[src/rtl/seq_pkg.sv]
// Shared definitions for the multi-cycle sequencer.
//   state_t       : controller state encoding
//   op_class_t    : instruction class produced by decode_class()
//   OP_*          : opcodes with dedicated behaviour
//   IMM_*         : imm_src encodings driven to the immediate generator
package seq_pkg;

    typedef enum logic [2:0] {
        StFetch,
        StDecode,
        StExecute,
        StMem,
        StWriteback,
        StHalt,
        StError
    } state_t;

    typedef enum logic [2:0] {
        ClsRtype,
        ClsImm,
        ClsLoad,
        ClsStore,
        ClsBeq,
        ClsJmp,
        ClsHalt,
        ClsIllegal
    } op_class_t;

    localparam logic [3:0] OP_LOAD  = 4'b0111;
    localparam logic [3:0] OP_STORE = 4'b1000;
    localparam logic [3:0] OP_BEQ   = 4'b1011;
    localparam logic [3:0] OP_JMP   = 4'b1100;
    localparam logic [3:0] OP_HALT  = 4'b1111;

    localparam logic [1:0] IMM_00 = 2'b00;
    localparam logic [1:0] IMM_01 = 2'b01;
    localparam logic [1:0] IMM_10 = 2'b10;
    localparam logic [1:0] IMM_11 = 2'b11;

    function automatic op_class_t decode_class(input logic [3:0] op);
        op_class_t cls;
        case (op)
            4'b0000, 4'b0001, 4'b0010,
            4'b0011, 4'b0100, 4'b0101: cls = ClsRtype;
            4'b0110, 4'b1001, 4'b1010: cls = ClsImm;
            OP_LOAD:                   cls = ClsLoad;
            OP_STORE:                  cls = ClsStore;
            OP_BEQ:                    cls = ClsBeq;
            OP_JMP:                    cls = ClsJmp;
            OP_HALT:                   cls = ClsHalt;
            default:                   cls = ClsIllegal;
        endcase
        return cls;
    endfunction

    // Immediate format for the classes that use the immediate path.
    function automatic logic [1:0] imm_format(input logic [3:0] op);
        logic [1:0] fmt;
        case (op)
            4'b0110:                    fmt = IMM_10;
            4'b1010:                    fmt = IMM_00;
            4'b1001, OP_LOAD, OP_STORE: fmt = IMM_01;
            default:                    fmt = IMM_11;
        endcase
        return fmt;
    endfunction

endpackage

[src/rtl/mem_wait_timer.sv]
// Wait-state counter shared by the instruction fetch and data access phases.
//   clk, rst : clock and synchronous active-high reset
//   req      : a memory request is outstanding this cycle
//   ready    : the addressed memory completes this cycle
//   expired  : last permitted wait cycle reached with ready still low
module mem_wait_timer #(
    parameter int unsigned TIMEOUT = 16
) (
    input  logic clk,
    input  logic rst,
    input  logic req,
    input  logic ready,
    output logic expired
);

    logic [7:0] count;

    // Any cycle that is not a wait cycle zeroes the count, so every new
    // request (FETCH or MEM entry) starts from zero.
    always_ff @(posedge clk) begin
        if (rst) begin
            count <= '0;
        end else if (req && !ready) begin
            count <= count + 8'd1;
        end else begin
            count <= '0;
        end
    end

    assign expired = req && !ready && (count == 8'(TIMEOUT - 1));

endmodule

[src/rtl/multicycle_sequencer.sv]
// Multi-cycle controller for the 4-bit-opcode CPU datapath.
//   clk, rst              : clock and synchronous active-high reset
//   opcode, alu_zero      : IR[15:12] and ALU zero flag from the datapath
//   imem_ready/dmem_ready : memory completion handshakes
//   imem_req/dmem_req/mem_we : memory requests (mem_we qualifies dmem_req)
//   ir_we/pc_we/reg_we    : datapath write strobes
//   pc_src/alu_src/result_src/imm_src : datapath mux selects
//   halted/bus_err/illegal : sticky status flags
//   retired               : completed-instruction counter (wraps)
module multicycle_sequencer
    import seq_pkg::*;
#(
    parameter int unsigned TIMEOUT = 16,
    parameter int unsigned CNT_W   = 32
) (
    input  logic             clk,
    input  logic             rst,
    input  logic [3:0]       opcode,
    input  logic             alu_zero,
    input  logic             imem_ready,
    input  logic             dmem_ready,
    output logic             imem_req,
    output logic             dmem_req,
    output logic             mem_we,
    output logic             ir_we,
    output logic             pc_we,
    output logic             pc_src,
    output logic             reg_we,
    output logic             alu_src,
    output logic             result_src,
    output logic [1:0]       imm_src,
    output logic             halted,
    output logic             bus_err,
    output logic             illegal,
    output logic [CNT_W-1:0] retired
);

    state_t     state;
    logic [3:0] op_q;
    op_class_t  dec_cls;
    op_class_t  cls;
    logic       wait_req;
    logic       wait_ready;
    logic       expired;

    assign dec_cls = decode_class(opcode);
    assign cls     = decode_class(op_q);

    assign wait_req   = (state == StFetch) || (state == StMem);
    assign wait_ready = (state == StFetch) ? imem_ready : dmem_ready;

    mem_wait_timer #(
        .TIMEOUT(TIMEOUT)
    ) u_timer (
        .clk    (clk),
        .rst    (rst),
        .req    (wait_req),
        .ready  (wait_ready),
        .expired(expired)
    );

    always_ff @(posedge clk) begin
        if (rst) begin
            state   <= StFetch;
            op_q    <= '0;
            retired <= '0;
            halted  <= 1'b0;
            bus_err <= 1'b0;
            illegal <= 1'b0;
        end else begin
            case (state)
                StFetch: begin
                    // ready wins over a simultaneous timeout
                    if (imem_ready) begin
                        state <= StDecode;
                    end else if (expired) begin
                        bus_err <= 1'b1;
                        state   <= StError;
                    end
                end
                StDecode: begin
                    op_q <= opcode;
                    case (dec_cls)
                        ClsHalt: begin
                            halted  <= 1'b1;
                            retired <= retired + CNT_W'(1);
                            state   <= StHalt;
                        end
                        ClsIllegal: begin
                            illegal <= 1'b1;
                            halted  <= 1'b1;
                            state   <= StHalt;
                        end
                        default: state <= StExecute;
                    endcase
                end
                StExecute: begin
                    case (cls)
                        ClsLoad, ClsStore: state <= StMem;
                        ClsBeq, ClsJmp: begin
                            retired <= retired + CNT_W'(1);
                            state   <= StFetch;
                        end
                        default: state <= StWriteback;
                    endcase
                end
                StMem: begin
                    if (dmem_ready) begin
                        if (cls == ClsStore) begin
                            retired <= retired + CNT_W'(1);
                            state   <= StFetch;
                        end else begin
                            state <= StWriteback;
                        end
                    end else if (expired) begin
                        bus_err <= 1'b1;
                        state   <= StError;
                    end
                end
                StWriteback: begin
                    retired <= retired + CNT_W'(1);
                    state   <= StFetch;
                end
                StHalt:  state <= StHalt;
                StError: state <= StError;
                default: state <= StError;
            endcase
        end
    end

    always_comb begin
        imem_req   = 1'b0;
        dmem_req   = 1'b0;
        mem_we     = 1'b0;
        ir_we      = 1'b0;
        pc_we      = 1'b0;
        pc_src     = 1'b0;
        reg_we     = 1'b0;
        alu_src    = 1'b0;
        result_src = 1'b0;
        imm_src    = IMM_11;
        if (!rst) begin
            case (state)
                StFetch: begin
                    imem_req = 1'b1;
                    ir_we    = imem_ready;
                    pc_we    = imem_ready;
                end
                StExecute: begin
                    case (cls)
                        ClsImm, ClsLoad, ClsStore: begin
                            alu_src = 1'b1;
                            imm_src = imm_format(op_q);
                        end
                        ClsBeq: begin
                            pc_we  = alu_zero;
                            pc_src = 1'b1;
                        end
                        ClsJmp: begin
                            pc_we  = 1'b1;
                            pc_src = 1'b1;
                        end
                        default: ;
                    endcase
                end
                StMem: begin
                    dmem_req = 1'b1;
                    mem_we   = (cls == ClsStore);
                end
                StWriteback: begin
                    reg_we     = 1'b1;
                    result_src = (cls == ClsLoad);
                end
                default: ;
            endcase
        end
    end

endmodule
[config.mk]
export PLATFORM = sky130hd
export DESIGN_NAME = multicycle_sequencer
export DESIGN_NICKNAME = d
export VERILOG_FILES = /design/src/rtl/seq_pkg.sv /design/src/rtl/mem_wait_timer.sv /design/src/rtl/multicycle_sequencer.sv
export SDC_FILE = /design/constraint.sdc
export NUM_CORES = 1
export LEC_CHECK = 0
export CAP_MARGIN = 25
export CORE_UTILIZATION = 29
export DETAILED_ROUTE_END_ITERATION = 10
export GPL_TIMING_DRIVEN = 0
export PLACE_DENSITY = 0.59
export SLEW_MARGIN = 40
export SYNTH_ARGS = -nofsm -noshare
export SYNTH_HDL_FRONTEND = slang
export SYNTH_SLANG_ARGS = --single-unit
export TNS_END_PERCENT = 10
[constraint.sdc]
create_clock -name clk -period 2.2 [get_ports clk]
set_input_delay 0.33 -clock clk [delete_from_list [all_inputs] [get_ports clk]]
set_output_delay 0.33 -clock clk [all_outputs]
set_load 0.01 [all_outputs]
==> flow_summary.toml <==
[critical_path]
critical_path_buf_inv_count = 3
timing.critical_path.depth = 5
crit_arrival_ns = 1.88
timing.critical_path.required_ns = 1.87
crit_slowest_cell = "clkdlybuf4s50_1"
reg2reg_from = "state[0]"
category_of_cells_accounting_for_the_largest_share_of_critical_path_delay = "buffers and inverters"
crit_path_max_fanout = 10
crit_path_cell_trace = "clkdlybuf4s50_1, clkbuf_8, nor4_4, and2_1, clkdlybuf4s50_1"
cp_common_cell = "clkdlybuf4s50_1"
critPathMaxStageDelay_ns = 0.53
timing.rr.end = "cls[1]"
setup.worst_path.start_class = "primary input"
worstSetupPathType = "primary input to output port"
reg2regPathDepth = 7
critPathCaptureType = "output port"
ff2ff_setup_slack_ns = 0.07

[clock_tree]
cts.clk_slew.worst_paths_ns = 0.09
clk-insertion-delay-late_ns = 0.31
cts.sinks = 53
cts_buffer_depth = 2
cts_htree_levels = 2
tritoncts.num_buffers = 5
cts.hold.buffers_added = 0
cts_root_buf = "clkbuf_8"
cts_tree = "built"

[finish]
fillerInstances = 867
utilization_pct = 40.4
antennaDiodeCount = 0
finish.net_count = 386
finish.cell_count_without_fillers = 483
layout-area-overhead-vs-synth_pct = 34.9
design_area_sq_um = 3520
drive_above_1_share_pct = 12.0

[grt]
first_global_vias = 2252
gr-usage-all-layers_pct = 13.8
antenna_violations_before_repair = 0
grt_start_max_net_pins = 16
grt_first_pass_wirelength_um = 10800
globalRouteOverflowTotal = 0

[logic_synthesis]
cell_area_synth_sq_um = 2610
yosysWarningCount = 0
async_reset_ff_share_pct = 0
syn-mean-instance-area_sq_um = 8.40
synth_top_cells_by_count = "dfxtp_1 (53), nor2_1 (43), a21oi_1 (24)"
synth_area_leaders = "dfxtp_1 (41%), nor2_1 (6.2%), xor2_1 (5.4%)"
yosys_register_bits = 53
seq_area_frac_synth_pct = 40.6
post_synth_num_cell_types = 48
syn_inst = 311
syn-num-nets = 322
synth-edff-count = 0
ys_dominant_reg_cell = "dfxtp_1"
synth_top_cell_area_share_pct = 40.6
yosys.cell_count.top_type = "dfxtp_1"
synth_top_cell_by_area = "dfxtp_1"

[die]
initial_util_pct = 29.9
chipWidth_um = 96.9
floorplan.die_area_sq_um = 9390
row_count = 34
design.portCount = 55
core_area_sq_um = 8720
die_height_um = 96.9

[place]
placed_cells = 473
pre_cts_ws_ns = -0.481
io_buffer_count = 54
post_dp_cell_area_sq_um = 3290
dp.final_hpwl_um = 4720
place_congestion = 0.784

[power]
power.density_cell_area_nw_per_um2 = 547
power_mw = 1.93
peakVddDrop_v = 0.000412
leakagePower_nw = 1.25

[status]
failed_checks = "negative setup slack"
outcome = "complete, but fails checks"

[sta]
layout_setup_ws_ns = -0.0109
grt_setup_unrepaired = "true"
setup_viol_count_final = 1
fin_setup_tns_ns = -0.0109
skew_ns = 0.0157
period_share_pct = 100
worst_hold_slack_ns = 0.455
timing_worst_slew_pin_value_ns = 0.635
timing_hold_violations_final = 0
achievable-frequency_ghz = 0.452
slew_headroom_pct = 57.5
final_period_minus_worst_setup_slack_ns = 2.21
slew_violations = 0

[routing]
drc = 0
via_per_inst = 5.14
post_dr_wirelength_cell_um = 13.6
total_routed_length_um = 6570
drt-pass1-iter-count = 4
detailroute.via_count = 2484
ant_nets = 0
drtIter0Drc = 89

[hold_path]
holdCritPathClass = "flop to flop"
min_delay_worst_endpoint = "u_timer.count[0]"
worst_hold_path.num_cells = 1
worstHoldStart = "u_timer.count[0]"

[flow_run]
cap_violations = 0
-- worst max path at each step --
stage                  start         end  slack, ns
global placement         rst       pc_we      -0.46
CTS                      rst  result_src      -0.16
floorplan           state[1]  imm_src[0]       0.25
detailed placement       rst  imm_src[0]      -0.48
global route        state[2]       ir_we      -0.12
finish                   rst       ir_we      -0.01
-- repair_timing --
item / CTS / global route
setup buffers: 0 / 3
resized for setup: 24 / 24
endpoints found under the setup margin: 14 / 25
pin swaps: 3 / 4
-- power breakdown --
group / internal, mW / switching, mW / leakage [nW] / total, mW
clock network: 0.331 / 0.312 / 0.0540 / 0.644
registers: 0.984 / 0.0275 / 0.431 / 1.01
logic: 0.116 / 0.155 / 0.764 / 0.272
total: 1.43 / 0.495 / 1.25 / 1.93
-- sequential cells by signal, summed over array words and instances, names as in the netlist --
signal / cells
retired: 32
cls: 3
bus_err: 1
illegal: 1
halted: 1
state: 3
u_timer.count: 8
op_q: 4
-- cells by family (layout without fill, tap and decap cells) --
logic type               count (synthesis)  after routing  share of synthesized area [%]
AO/OA/AOI/OAI                           74             74                           18.4
XOR/XNOR                                22             22                           7.38
adder cells (fa/ha/maj)                  3              3                           1.34
buffers and inverters                   22             86                           3.31
flip-flops                              53             53                           40.6
multiplexers                             5              5                           1.92
AND/OR/NAND/NOR                        132            132                           27.1
-- metal layers --
| layer | part of all wire (%) | track usage (%) | vias up |
|---|---|---|---|
| met2 | 47 | 23.0 | 57 |
| met4 | 1.1 | 4.48 | 0 |
| li1 | - | - | 1258 |
| met5 | 0 | 0 | - |
| met1 | 48 | 17.5 | 1160 |
| met3 | 4.1 | 3.18 | 9 |
-- final cells by class --
class / instances / area, sq um / share of cell area [%]
buffer: 14 / 87.6 / 2.49
clock inverter: 2 / 35.0 / 0.994
clock buffer: 5 / 68.8 / 1.95
inverter: 8 / 33.8 / 0.959
sequential: 53 / 1070 / 30.4
tap: 108 / 135 / 3.84
timing repair buffer: 57 / 563 / 16.0
multi-input combinational: 236 / 1530 / 43.4
-- worst register-to-register path, cell delays in order (launching register included) --
cell and delay (ns):
dfxtp_1 0.31, buf_2 0.20, nor3b_2 0.54, mux2i_1 0.24, or2_2 0.15, inv_1 0.06, maj3_1 0.36, a21o_1 0.18
-- cell usage in the layout, fill, tap and decap left out, types with 3 or more instances in the layout --
master,instances
and2_1,3
nor2_1,41
o31ai_1,5
clkbuf_1,4
a21oi_1,24
dfxtp_1,47
nor3_1,3
buf_2,3
nand4b_1,3
mux2i_1,5
clkbuf_8,6
clkbuf_2,3
o2111ai_1,6
nand3_1,9
buf_4,4
nor4_1,3
nor4_4,3
xor2_1,16
dfxtp_2,5
o21ai_0,18
or4_1,6
and3_1,7
nand2_1,21
dlymetal6s2s_1,4
nand4_1,5
clkdlybuf4s50_1,46
a31oi_1,3
or3_1,10
o211ai_1,7
inv_1,7
xnor2_1,6
nand2b_1,3
(Power assumes the default switching activity.)
